## src/rtl/cpu_run_ctrl.sv

```systemverilog
// Run controller for CPU_Core: sequences core reset, watches the IMEM fetch bus for halt/timeout.
// Latency: every output is registered; a state change is visible one cycle after its triggering edge.
// Backpressure: none; start is a pulse and is ignored while CORE_RST, SETTLE or RUN is in progress.
//
// Ports:
//   CLK, RST          clock (rising edge) and synchronous active-high reset
//   start             pulse that begins a run from IDLE, HALTED or TIMED_OUT
//   Instruction       IMEM read data; HALT_WORD stops the run
//   address_IMEM      core fetch address; repeated addresses count towards loop halt
//   MemWrite, address_DMEM, write_data_DMEM   DMEM write bus (tohost detection only)
//   core_RSTn         active-low reset to CPU_Core
//   running/done/timeout                     RUN / HALTED / TIMED_OUT indicators
//   cycle_count, fetch_count                 saturating RUN statistics
//   halt_pc, exit_code                       address at stop, tohost value
//
// Optional feature: define TOHOST_EN to halt on a DMEM write to TOHOST_ADDR and report its data
// on exit_code. Without it the DMEM inputs are ignored and exit_code is tied to zero.

module cpu_run_ctrl #(
    parameter int          ADDR_W     = 10,
    parameter logic [31:0] HALT_WORD  = 32'h0000_0000,
    parameter int          RST_CYCLES = 2,
    parameter int          SETTLE     = 1,
    parameter int          LOOP_N     = 4,
    parameter int          TIMEOUT    = 100000,
    parameter int          CNT_W      = 32
`ifdef TOHOST_EN
    ,
    parameter logic [ADDR_W-1:0] TOHOST_ADDR = ADDR_W'('h3FC)
`endif
) (
    input  logic              CLK,
    input  logic              RST,
    input  logic              start,
    input  logic [31:0]       Instruction,
    input  logic [ADDR_W-1:0] address_IMEM,
    input  logic              MemWrite,
    input  logic [ADDR_W-1:0] address_DMEM,
    input  logic [31:0]       write_data_DMEM,
    output logic              core_RSTn,
    output logic              running,
    output logic              done,
    output logic              timeout,
    output logic [CNT_W-1:0]  cycle_count,
    output logic [CNT_W-1:0]  fetch_count,
    output logic [ADDR_W-1:0] halt_pc,
    output logic [31:0]       exit_code
);

    typedef enum logic [2:0] {
        S_IDLE,
        S_CORE_RST,
        S_SETTLE,
        S_RUN,
        S_HALTED,
        S_TIMED_OUT
    } state_t;

    localparam int              LW       = (LOOP_N < 2) ? 1 : $clog2(LOOP_N + 1);
    localparam logic [LW-1:0]   LOOP_LIM = LW'(LOOP_N);
    localparam logic [CNT_W-1:0] TO_LAST = CNT_W'(TIMEOUT - 1);
    localparam logic [15:0]     RST_LAST = 16'(RST_CYCLES - 1);
    localparam logic [15:0]     SET_LAST = 16'(SETTLE - 1);

    state_t            state;
    logic [15:0]       phase_cnt;
    logic [ADDR_W-1:0] prev_addr;
    logic [LW-1:0]     loop_cnt;
    logic              first_run;   // prev_addr holds nothing meaningful on the first RUN cycle

    logic              addr_same;
    logic              addr_diff;
    logic [LW-1:0]     loop_nxt;
    logic              loop_hit;
    logic              tohost_hit;
    logic              halt_hit;
    logic              timeout_hit;
    logic [CNT_W-1:0]  cycle_nxt;
    logic [CNT_W-1:0]  fetch_nxt;

`ifdef TOHOST_EN
    assign tohost_hit = MemWrite && (address_DMEM == TOHOST_ADDR);
`else
    logic unused_dmem;
    assign unused_dmem = ^{MemWrite, address_DMEM, write_data_DMEM};
    assign tohost_hit  = 1'b0;
    assign exit_code   = '0;
`endif

    always_comb begin
        addr_same   = !first_run && (address_IMEM == prev_addr);
        addr_diff   = !first_run && (address_IMEM != prev_addr);
        loop_nxt    = '0;
        if (addr_same) begin
            loop_nxt = (&loop_cnt) ? loop_cnt : loop_cnt + LW'(1);
        end
        // Compare against the updated loop count so the halt fires on the LOOP_N-th repeat.
        loop_hit    = (LOOP_N != 0) && (loop_nxt == LOOP_LIM);
        halt_hit    = tohost_hit || (Instruction == HALT_WORD) || loop_hit;
        timeout_hit = (TIMEOUT != 0) && (cycle_count == TO_LAST);
        cycle_nxt   = (&cycle_count) ? cycle_count : cycle_count + CNT_W'(1);
        fetch_nxt   = (addr_diff && !(&fetch_count)) ? fetch_count + CNT_W'(1) : fetch_count;
    end

    always_ff @(posedge CLK) begin
        if (RST) begin
            state       <= S_IDLE;
            core_RSTn   <= 1'b0;
            running     <= 1'b0;
            done        <= 1'b0;
            timeout     <= 1'b0;
            cycle_count <= '0;
            fetch_count <= '0;
            halt_pc     <= '0;
            phase_cnt   <= '0;
            prev_addr   <= '0;
            loop_cnt    <= '0;
            first_run   <= 1'b0;
`ifdef TOHOST_EN
            exit_code   <= '0;
`endif
        end else begin
            case (state)
                S_IDLE, S_HALTED, S_TIMED_OUT: begin
                    if (start) begin
                        state       <= S_CORE_RST;
                        core_RSTn   <= 1'b0;
                        running     <= 1'b0;
                        done        <= 1'b0;
                        timeout     <= 1'b0;
                        cycle_count <= '0;
                        fetch_count <= '0;
                        halt_pc     <= '0;
                        phase_cnt   <= '0;
`ifdef TOHOST_EN
                        exit_code   <= '0;
`endif
                    end
                end
                S_CORE_RST: begin
                    if (phase_cnt == RST_LAST) begin
                        phase_cnt <= '0;
                        core_RSTn <= 1'b1;
                        if (SETTLE == 0) begin
                            state     <= S_RUN;
                            running   <= 1'b1;
                            first_run <= 1'b1;
                            loop_cnt  <= '0;
                        end else begin
                            state <= S_SETTLE;
                        end
                    end else begin
                        phase_cnt <= phase_cnt + 16'd1;
                    end
                end
                S_SETTLE: begin
                    if (phase_cnt == SET_LAST) begin
                        phase_cnt <= '0;
                        state     <= S_RUN;
                        running   <= 1'b1;
                        first_run <= 1'b1;
                        loop_cnt  <= '0;
                    end else begin
                        phase_cnt <= phase_cnt + 16'd1;
                    end
                end
                S_RUN: begin
                    // The stopping cycle itself is still counted; counters freeze afterwards.
                    prev_addr   <= address_IMEM;
                    first_run   <= 1'b0;
                    loop_cnt    <= loop_nxt;
                    cycle_count <= cycle_nxt;
                    fetch_count <= fetch_nxt;
                    if (halt_hit) begin
                        state   <= S_HALTED;
                        running <= 1'b0;
                        done    <= 1'b1;
                        halt_pc <= address_IMEM;
`ifdef TOHOST_EN
                        if (tohost_hit) begin
                            exit_code <= write_data_DMEM;
                        end
`endif
                    end else if (timeout_hit) begin
                        state   <= S_TIMED_OUT;
                        running <= 1'b0;
                        timeout <= 1'b1;
                        halt_pc <= address_IMEM;
                    end
                end
                default: state <= S_IDLE;
            endcase
        end
    end

endmodule

```

## config.mk

```make
export PLATFORM = sky130hd
export DESIGN_NAME = cpu_run_ctrl
export DESIGN_NICKNAME = d
export VERILOG_FILES = /design/src/rtl/cpu_run_ctrl.sv
export SDC_FILE = /design/constraint.sdc
export NUM_CORES = 1
export LEC_CHECK = 0
export CORE_MARGIN = 5
export CORE_UTILIZATION = 35
export CTS_BUF_LIST = sky130_fd_sc_hd__clkbuf_4
export CTS_CLUSTER_SIZE = 20
export DETAILED_ROUTE_END_ITERATION = 16
export PLACE_DENSITY_LB_ADDON = 0.2
export SYNTH_ARGS = -nofsm -noshare
export SYNTH_HDL_FRONTEND = slang
export SYNTH_SLANG_ARGS = --single-unit
```

## constraint.sdc

```tcl
create_clock -name CLK -period 4.44 [get_ports CLK]
set_input_delay 0.666 -clock CLK [delete_from_list [all_inputs] [get_ports CLK]]
set_output_delay 0.666 -clock CLK [all_outputs]
set_load 0.05 [all_outputs]
```

Word-level counts from Yosys, hierarchy flattened:

Index checks and enable logic that the tools add are counted.

* output and inout bits: 110
* bits in registers: 111
* word-level logic and storage cells: 99

* equal/unequal tests: 19
* muxes and demuxes: 36
* add/sub/neg operators: 4
* reduce and logical (&&, ||, !) cells: 28

Operator list (number)
* one-hot mux 32 bit (2 select lines): 2
* 2-to-1 mux 32 bit: 3
* adder 32 x 1 -> 32 bit (second input constant): 2
* AND reduction 32 bit: 2
* 2-to-1 mux 16 bit: 3
* one-hot mux 16 bit (3 select lines): 1
* == test 32 x 17 -> 1 bit (second input constant): 1
* zero test 32 bit: 1
* 2-to-1 mux 10 bit: 3
* 2-to-1 mux 3 bit: 8
* one-hot mux 10 bit (2 select lines): 1
* AND reduction 3 bit: 6
* adder 16 x 1 -> 16 bit (second input constant): 1
* == test 16 x 1 -> 1 bit (second input constant): 1
* zero test 16 bit: 1
* != test 2 bit (second input constant): 8
* one-hot mux 3 bit (4 select lines): 1
* AND reduction 4 bit: 3
* == test 10 bit: 1
* != test 10 bit: 1
* == test 3 bit (second input constant): 3
* 2-to-1 mux 1 bit: 8
* one-hot mux 1 bit (2 select lines): 4
* == test 3 x 2 -> 1 bit (second input constant): 2
* other kinds (13): 20

Depth between registers and ports, before layout:

Gate-level depths: netlist of the first run.

* word-level depth: 7
* mapped depth: 9
* depth with buffers taken out: 8

Least setup slack after synthesis of the first run:

Ideal clock, no wire load.

* path kind: register to register
* start point: register cycle_count[3]
* end point: register cycle_count[26]
* data required time: 4.369 ns
* slack: 1.602 ns
* arrival time: 2.767 ns
* clock period less this slack: 2.838 ns
* stages on the path, launching flop included: 9
* path buffers: 2
* cells stage by stage: dfxtp_1 -> and4_4 -> nand4_2 -> or3_1 -> buf_6 -> or4_4 -> buf_6 -> or3_1 -> a21oi_1

* word-level cells in the longest chain between the ends: 3
* elaborated cells on any way between the ends: 6
* classes of those cells: add/sub (1); eq/ne (1); mux (2); reduce/logical (2)

RTL lines
* from (decl): line 44 `output logic [CNT_W-1:0] cycle_count,`
* from (signal assigned): line 172 `cycle_count <= cycle_nxt;`
* adder 32 x 1 -> 32 bit or AND reduction 32 bit (tied branches): line 101 `cycle_nxt = (&cycle_count) ? cycle_count : cycle_count + CNT_W'(1);`
* 2-to-1 mux 32 bit or != test 2 bit (tied branches)
* one-hot mux 32 bit (2 select lines) or AND reduction 3 bit (tied branches)

Several ways; a longest one is shown, not always the timed one. The select of a mux whose other input is x is not followed.
A chain may end at the register's enable or synchronous reset.

Worst setup path in the final report of the first run:

* start point: register state[1]
* end point: register cycle_count[30]

* word-level cells in the longest chain between the ends: 4
* elaborated cells on any way between the ends: 10
* classes of those cells: eq/ne (5); mux (1); reduce/logical (4)

RTL lines
* from (decl): line 65 `state_t state;`
* from (signal assigned): line 107 `state <= S_IDLE;`
* from (signal assigned): line 126 `state <= S_CORE_RST;`
* from (signal assigned): line 145 `state <= S_RUN;`
* == test 3 bit or zero test 3 bit (tied branches): line 123 `case (state)`
* OR reduction 3 bit: line 123
* != test 2 bit (no line) or nonzero test 2 bit (tied branches)
* AND reduction 3 bit (no line)

Several ways; a longest one is shown, not always the timed one.

==> flow_metrics.tcl, run 1 <==
set metrics [dict create \
    maxCapViolations 0 \
    portBuffers 122 \
    cp_max_fo 18 \
    finalHoldViolCount 0 \
    seq_area_frac_synth 0.372 \
    synthFlopType "dfxtp_1" \
    htreeDepth 3 \
    synth.top_cell.area_share 0.372 \
    worstSetupPathType "flop to flop" \
    power_density_nw_per_um2 248 \
    tritoncts "done" \
    p_sw_uw 553 \
    fin_crit_sh 0.650 \
    setup_viol 0 \
    yosysMostFrequentCell "dfxtp_1" \
    vias 5664 \
    async_flop_share 0 \
    grt_pass1_wl_um 26400 \
    slowest_delay_ns 0.61 \
    drc 0 \
    post-dp-hpwl_um 11800 \
    antenna_found_initial 1 \
    stdcell_area_sq_um 7370 \
    seqPwrFrac 0.559 \
    period_needed_ns 2.88 \
    postCtsSetupRepairBufs 0 \
    place.gp.congestion 0.778 \
    final_util 0.443 \
    wl_per_cell_um 15.3 \
    ir_drop_mv 0.173 \
    critPathTopFamily "simple AND/OR/NAND/NOR gates" \
    clkTransAtPathRegs_ns 0.16 \
    insertion_delay_ns 0.48 \
    ys_types 61 \
    cts_hold_buf 0 \
    regArea_sq_um 2220 \
    cp-end-kind "flop" \
    maxSlewHeadroom 0.456 \
    rows 47 \
    clk_path_buf_depth 2 \
    crit_chain "nand3b_2 > o21ai_1 > nand3_2 > or4_4 > or4_1 > a21oi_1" \
    status "completed" \
    crit_arrival_ns 3.31 \
    synthTopCellsByCount "dfxtp_1 (111), nand2_1 (76), nor2_1 (69), a21oi_1 (59), nand3_1 (37)" \
    grtUsageTotal 0.160 \
    cts_num_sinks 111 \
    gr-total-overflow 0 \
    p_int_mw 1.27 \
    layout-drive-gt1-share 0.0434 \
    viasPerCell 5.28 \
    dieArea_sq_um 19800 \
    worstMarginPinSlew_ns 0.813 \
    synthCells 746 \
    ant_nets 0 \
    syn_area_sq_um 5970 \
    die_w_um 141 \
    ys_ff_latch 111 \
    cp-start-kind "flop" \
    grt_max_degree 37 \
    synth-edff-count 0 \
    fill_cells 1714 \
    cts_resized 0 \
    hold_path_class "flop to flop" \
    dr.pass1.iters 5 \
    drv_slew 0 \
    clock_power_share 0.283 \
    area_growth_pct 23.4 \
    root_buffer "clkbuf_4" \
    critPathBufInv 0 \
    postPlaceCellArea_sq_um 7230 \
    syn_area_per_cell_sq_um 8.00 \
    first_iter_violations 299 \
    multiInputGateArea_sq_um 3400 \
    io_pins 198 \
    wirelength_um 16400 \
    die_h_um 141 \
    initial_utilization 0.359 \
    synth_area_leaders "dfxtp_1 (37%), a21oi_1 (4.9%), nand2_1 (4.8%), nor2_1 (4.3%), buf_4 (4.2%)" \
    setup_tns_ns 0 \
    p_comb_frac 0.158 \
    leakagePower_nw 2.51 \
    rsz0062_at_grt "false" \
    worstPathRequired_ns 4.87 \
    yosysWarnings 0 \
    cts-buffers-inserted 9 \
    yosys.area.top_type "dfxtp_1" \
    clock_skew_ns 0.0261 \
    core_area_sq_um 16600 \
    max_freq_mhz 347 \
    crit_slowest_cell "or4_4" \
    final_nets 942 \
    switching_share 0.303 \
    grt_pass1_vias 5099 \
]
-- placed cells by master, fill, tap and decap left out, drive strengths merged, types with 19 or more instances in the layout --
cell type / netlist / routed
clkdlybuf4s50: 0 / 122
dfxtp: 111 / 111
nand2: 76 / 76
nor2: 69 / 69
a21oi: 59 / 59
nand3: 38 / 38
nand4: 34 / 34
conb: 1 / 32
nor4: 29 / 29
o21ai: 25 / 25
xor2: 20 / 20
nor3: 19 / 19
or3: 19 / 19
-- worst paths after layout --
| kind | from | to | slack [ns] | cells past startpoint |
|---|---|---|---|---|
| setup / recovery | state[1]$_SDFFE_PP0P_ | cycle_count[30]$_SDFFE_PP0P_ | 1.56 | 6 |
| hold / removal | prev_addr[9]$_SDFFE_PP0P_ | prev_addr[9]$_SDFFE_PP0P_ | 0.48 | 2 |
| setup reg to reg | state[1]$_SDFFE_PP0P_ | cycle_count[30]$_SDFFE_PP0P_ | 1.56 | 6 |
| hold reg to reg | prev_addr[9]$_SDFFE_PP0P_ | prev_addr[9]$_SDFFE_PP0P_ | 0.48 | 2 |
-- per-stage QoR --
stage / setup slack [ns] / cells / power (mW) / hold WS [ns]
after floorplan: 1.60 / 777 / 1.26 / 0.448
after global routing: 1.29 / 1073 / 1.91 / 0.504
after CTS: 1.52 / 1072 / 1.85 / 0.479
after global placement: 1.17 / 1057 / 1.33 / 0.453
after detailed placement: 1.18 / 1057 / 1.33 / 0.459
final: 1.56 / 1073 / 1.83 / 0.477
-- layout make-up --
class | instances | area share
antenna | 1 | 0.000340
clock buffer | 11 | 0.0112
clock inverter | 4 | 0.00645
inverter | 16 | 0.00815
multi-input combinational | 580 | 0.461
sequential | 111 | 0.302
tap | 220 | 0.0374
timing repair buffer | 130 | 0.174
-- cells by family (layout without fill, tap and decap cells) --
logic type      Yosys count  in the layout  share of synthesized area
buf+inv                  86            161                     0.0801
flops                   111            111                      0.372
fa+ha+maj                 6              6                     0.0126
mux                       5              5                    0.00839
simple gates            360            360                      0.325
other cells               1             33                   0.000628
xor+xnor                 38             38                     0.0558
compound gates          139            139                      0.145
-- registers in the layout, summed over array words and instances, names as in the netlist --
name	flops
cycle_count	32
fetch_count	32
phase_cnt	16
halt_pc	10
prev_addr	10
loop_cnt	3
state	3
core_RSTn	1
done	1
first_run	1
running	1
timeout	1
-- worst register-to-register path: cells and delay by family, from the launching register on --
kind | cells | cell delay [ns]
simple gates | 4 | 1.73
compound gates | 2 | 0.53
flops | 1 | 0.59
-- power groups by stage --
| stage | sequential (mW) | clock (mW) | combinational, mW |
|---|---|---|---|
| 2_1_floorplan | 1.04 | 0 | 0.218 |
| 3_3_place_gp | 1.04 | 0 | 0.287 |
| 3_5_place_dp | 1.04 | 0 | 0.289 |
| 4_1_cts | 1.02 | 0.542 | 0.290 |
| 5_1_grt | 1.02 | 0.580 | 0.313 |
| 6_report | 1.02 | 0.517 | 0.288 |
-- routing by layer --
layer / part of all wire / wire length (um) / global-route usage
met1: 0.47 / 7670 / 0.216
met2: 0.47 / 7680 / 0.262
met3: 0.053 / 877 / 0.0373
met4: 0.012 / 195 / 0.0372
met5: 0 / 0 / 0
Power figures use the tool's default switching activity.
==> run 2, diff against run 1 <==
==> constraint.sdc (replaced) <==
create_clock -name CLK -period 2.9 [get_ports CLK]
set_input_delay 0.435 -clock CLK [delete_from_list [all_inputs] [get_ports CLK]]
set_output_delay 0.435 -clock CLK [all_outputs]
set_load 0.05 [all_outputs]
==> run 2 against run 1 <==
  * Fmax rose by 13%
  * Clock skew is 0.0021 ns lower
  * Setup slack got worse by 1.2 ns
  * First-iteration DRC count rose by 55%
  * Cell count up 2.4%
  * Final area is 3.0% higher
  * Count of clock-buffer cells in the layout shrank 2
  * Wire length is 0.85% higher
  * Total power grew 57%
  * Largest power group unchanged
  * Die area unchanged
==> flow_metrics.tcl, run 2 (synthesis gave the netlist of run 1 again) <==
set metrics [dict create \
    status "completed" \
    grt_max_degree 32 \
    root_buffer "clkbuf_4" \
    dieArea_sq_um 19800 \
    ir_drop_mv 0.177 \
    setup_tns_ns 0 \
    portBuffers 122 \
    cts_hold_buf 0 \
    rows 47 \
    maxCapViolations 0 \
    multiInputGateArea_sq_um 3400 \
    final_cell_mix "clkdlybuf4s50_1 (122), dfxtp_1 (111), nand2_1 (75)" \
    final_cells 1099 \
    die_h_um 141 \
    hold_path_class "flop to flop" \
    viasPerCell 5.23 \
    vias 5743 \
    tritoncts "done" \
    area_growth_pct 27.1 \
    final_nets 967 \
    cts_num_sinks 111 \
    crit_arrival_ns 2.96 \
    cp-end-kind "flop" \
    drc 0 \
    gr-total-overflow 0 \
    cts_resized 0 \
    drv_slew 0 \
    grtUsageTotal 0.163 \
    postCtsSetupRepairBufs 0 \
    finalHoldViolCount 0 \
    cp-start-kind "flop" \
    ant_nets 0 \
    cp_max_fo 12 \
    leakagePower_nw 2.65 \
    regArea_sq_um 2220 \
    grt_pass1_wl_um 27000 \
    rsz0062_at_grt "false" \
    first_iter_violations 462 \
    clock_skew_ns 0.0240 \
    wirelength_um 16600 \
    clk_path_buf_depth 2 \
    worstSetupPathType "flop to flop" \
    maxSlewHeadroom 0.481 \
    fill_cells 1707 \
    largestRegisters "cycle_count x32, fetch_count x32, phase_cnt x16" \
    wl_per_cell_um 15.1 \
    power_density_nw_per_um2 378 \
    hold_ws_ns 0.481 \
    antenna_found_initial 1 \
    insertion_delay_ns 0.49 \
    post-dp-hpwl_um 12100 \
    layout-drive-gt1-share 0.0695 \
    worstPathRequired_ns 3.31 \
    initial_utilization 0.359 \
    cts-buffers-inserted 9 \
    dr.pass1.iters 5 \
    max_freq_mhz 392 \
    worstMarginPinSlew_ns 0.776 \
    period_needed_ns 2.55 \
    htreeDepth 3 \
    final_common_cell "clkdlybuf4s50_1" \
    die_w_um 141 \
    place.gp.congestion 0.802 \
    core_area_sq_um 16600 \
    grt_pass1_vias 5152 \
    io_pins 198 \
    fin_crit_sh 0.880 \
    clkTransAtPathRegs_ns 0.18 \
    dp_cells 1082 \
    setup_viol 0 \
]
run 2: cell count changes in the layout (fill, tap and decap cells not counted), sizes merged:
cell / delta
inv: +2
buf: +25
clkinv: +1
clkbuf: -2
run 2: final cells by class:
type | instances | area share
Multi-Input combinational cell | 580 | 0.447
Tap cell | 220 | 0.0363
Sequential cell | 111 | 0.293
Timing Repair Buffer | 155 | 0.197
Clock inverter | 7 | 0.00940
Antenna cell | 1 | 0.000330
Clock buffer | 9 | 0.00890
Inverter | 16 | 0.00791
run 2: report_power, final:
part | switching [mW] | total [mW] | internal, mW
logic | 0.318 | 0.484 | 0.166
registers | 0.0207 | 1.56 | 1.54
clock network | 0.554 | 0.820 | 0.266
run 2: per-stage QoR:
step | area (sq um) | util | setup WS [ns] | total power [mW]
floorplan | 6080 | - | 0.0623 | 1.93
global placement | 7450 | 0.447 | 0.00895 | 2.07
detailed placement | 7450 | 0.447 | 0.0303 | 2.08
CTS | 7590 | 0.456 | 0.356 | 2.90
global route | 7590 | 0.456 | 0.150 | 3.00
finish | 7590 | 0.456 | 0.347 | 2.87
run 2: path summary, 6_finish.rpt:
path	from	end	slack, ns	depth (start not counted)
hold reg to reg	prev_addr[2]$_SDFFE_PP0P_	prev_addr[2]$_SDFFE_PP0P_	0.48	2
setup reg to reg	state[1]$_SDFFE_PP0P_	fetch_count[30]$_SDFFE_PP0P_	0.35	7
setup / recovery	state[1]$_SDFFE_PP0P_	fetch_count[30]$_SDFFE_PP0P_	0.35	7
hold / removal	prev_addr[2]$_SDFFE_PP0P_	prev_addr[2]$_SDFFE_PP0P_	0.48	2
run 2: worst max-delay path: stages, from the launching register on:
cell and delay, ns:
dfxtp_1 0.59, nand3b_2 0.18, a21boi_1 0.21, a311oi_2 0.36
buf_12 0.18, a21oi_1 0.22, or4_1 0.56, a21oi_1 0.17
run 2: metal layers:
layer	global-route usage	part of all wire	wire length, um
met1	0.234	0.48	8000
met2	0.254	0.46	7660
met3	0.0230	0.041	671
met4	0.0474	0.014	233
met5	0	0	0
==> run 3, diff against run 2 <==
==> constraint.sdc (replaced) <==
create_clock -name CLK -period 2.9 [get_ports CLK]
set_input_delay 0.435 -clock CLK [delete_from_list [all_inputs] [get_ports CLK]]
set_output_delay 0.435 -clock CLK [all_outputs]
set_load 0.02 [all_outputs]
==> results of run 3 <==
The final DEF is identical to that of run 2. Status: completed.
Among the figures that moved: total power 2.87 mW -> 2.81 mW
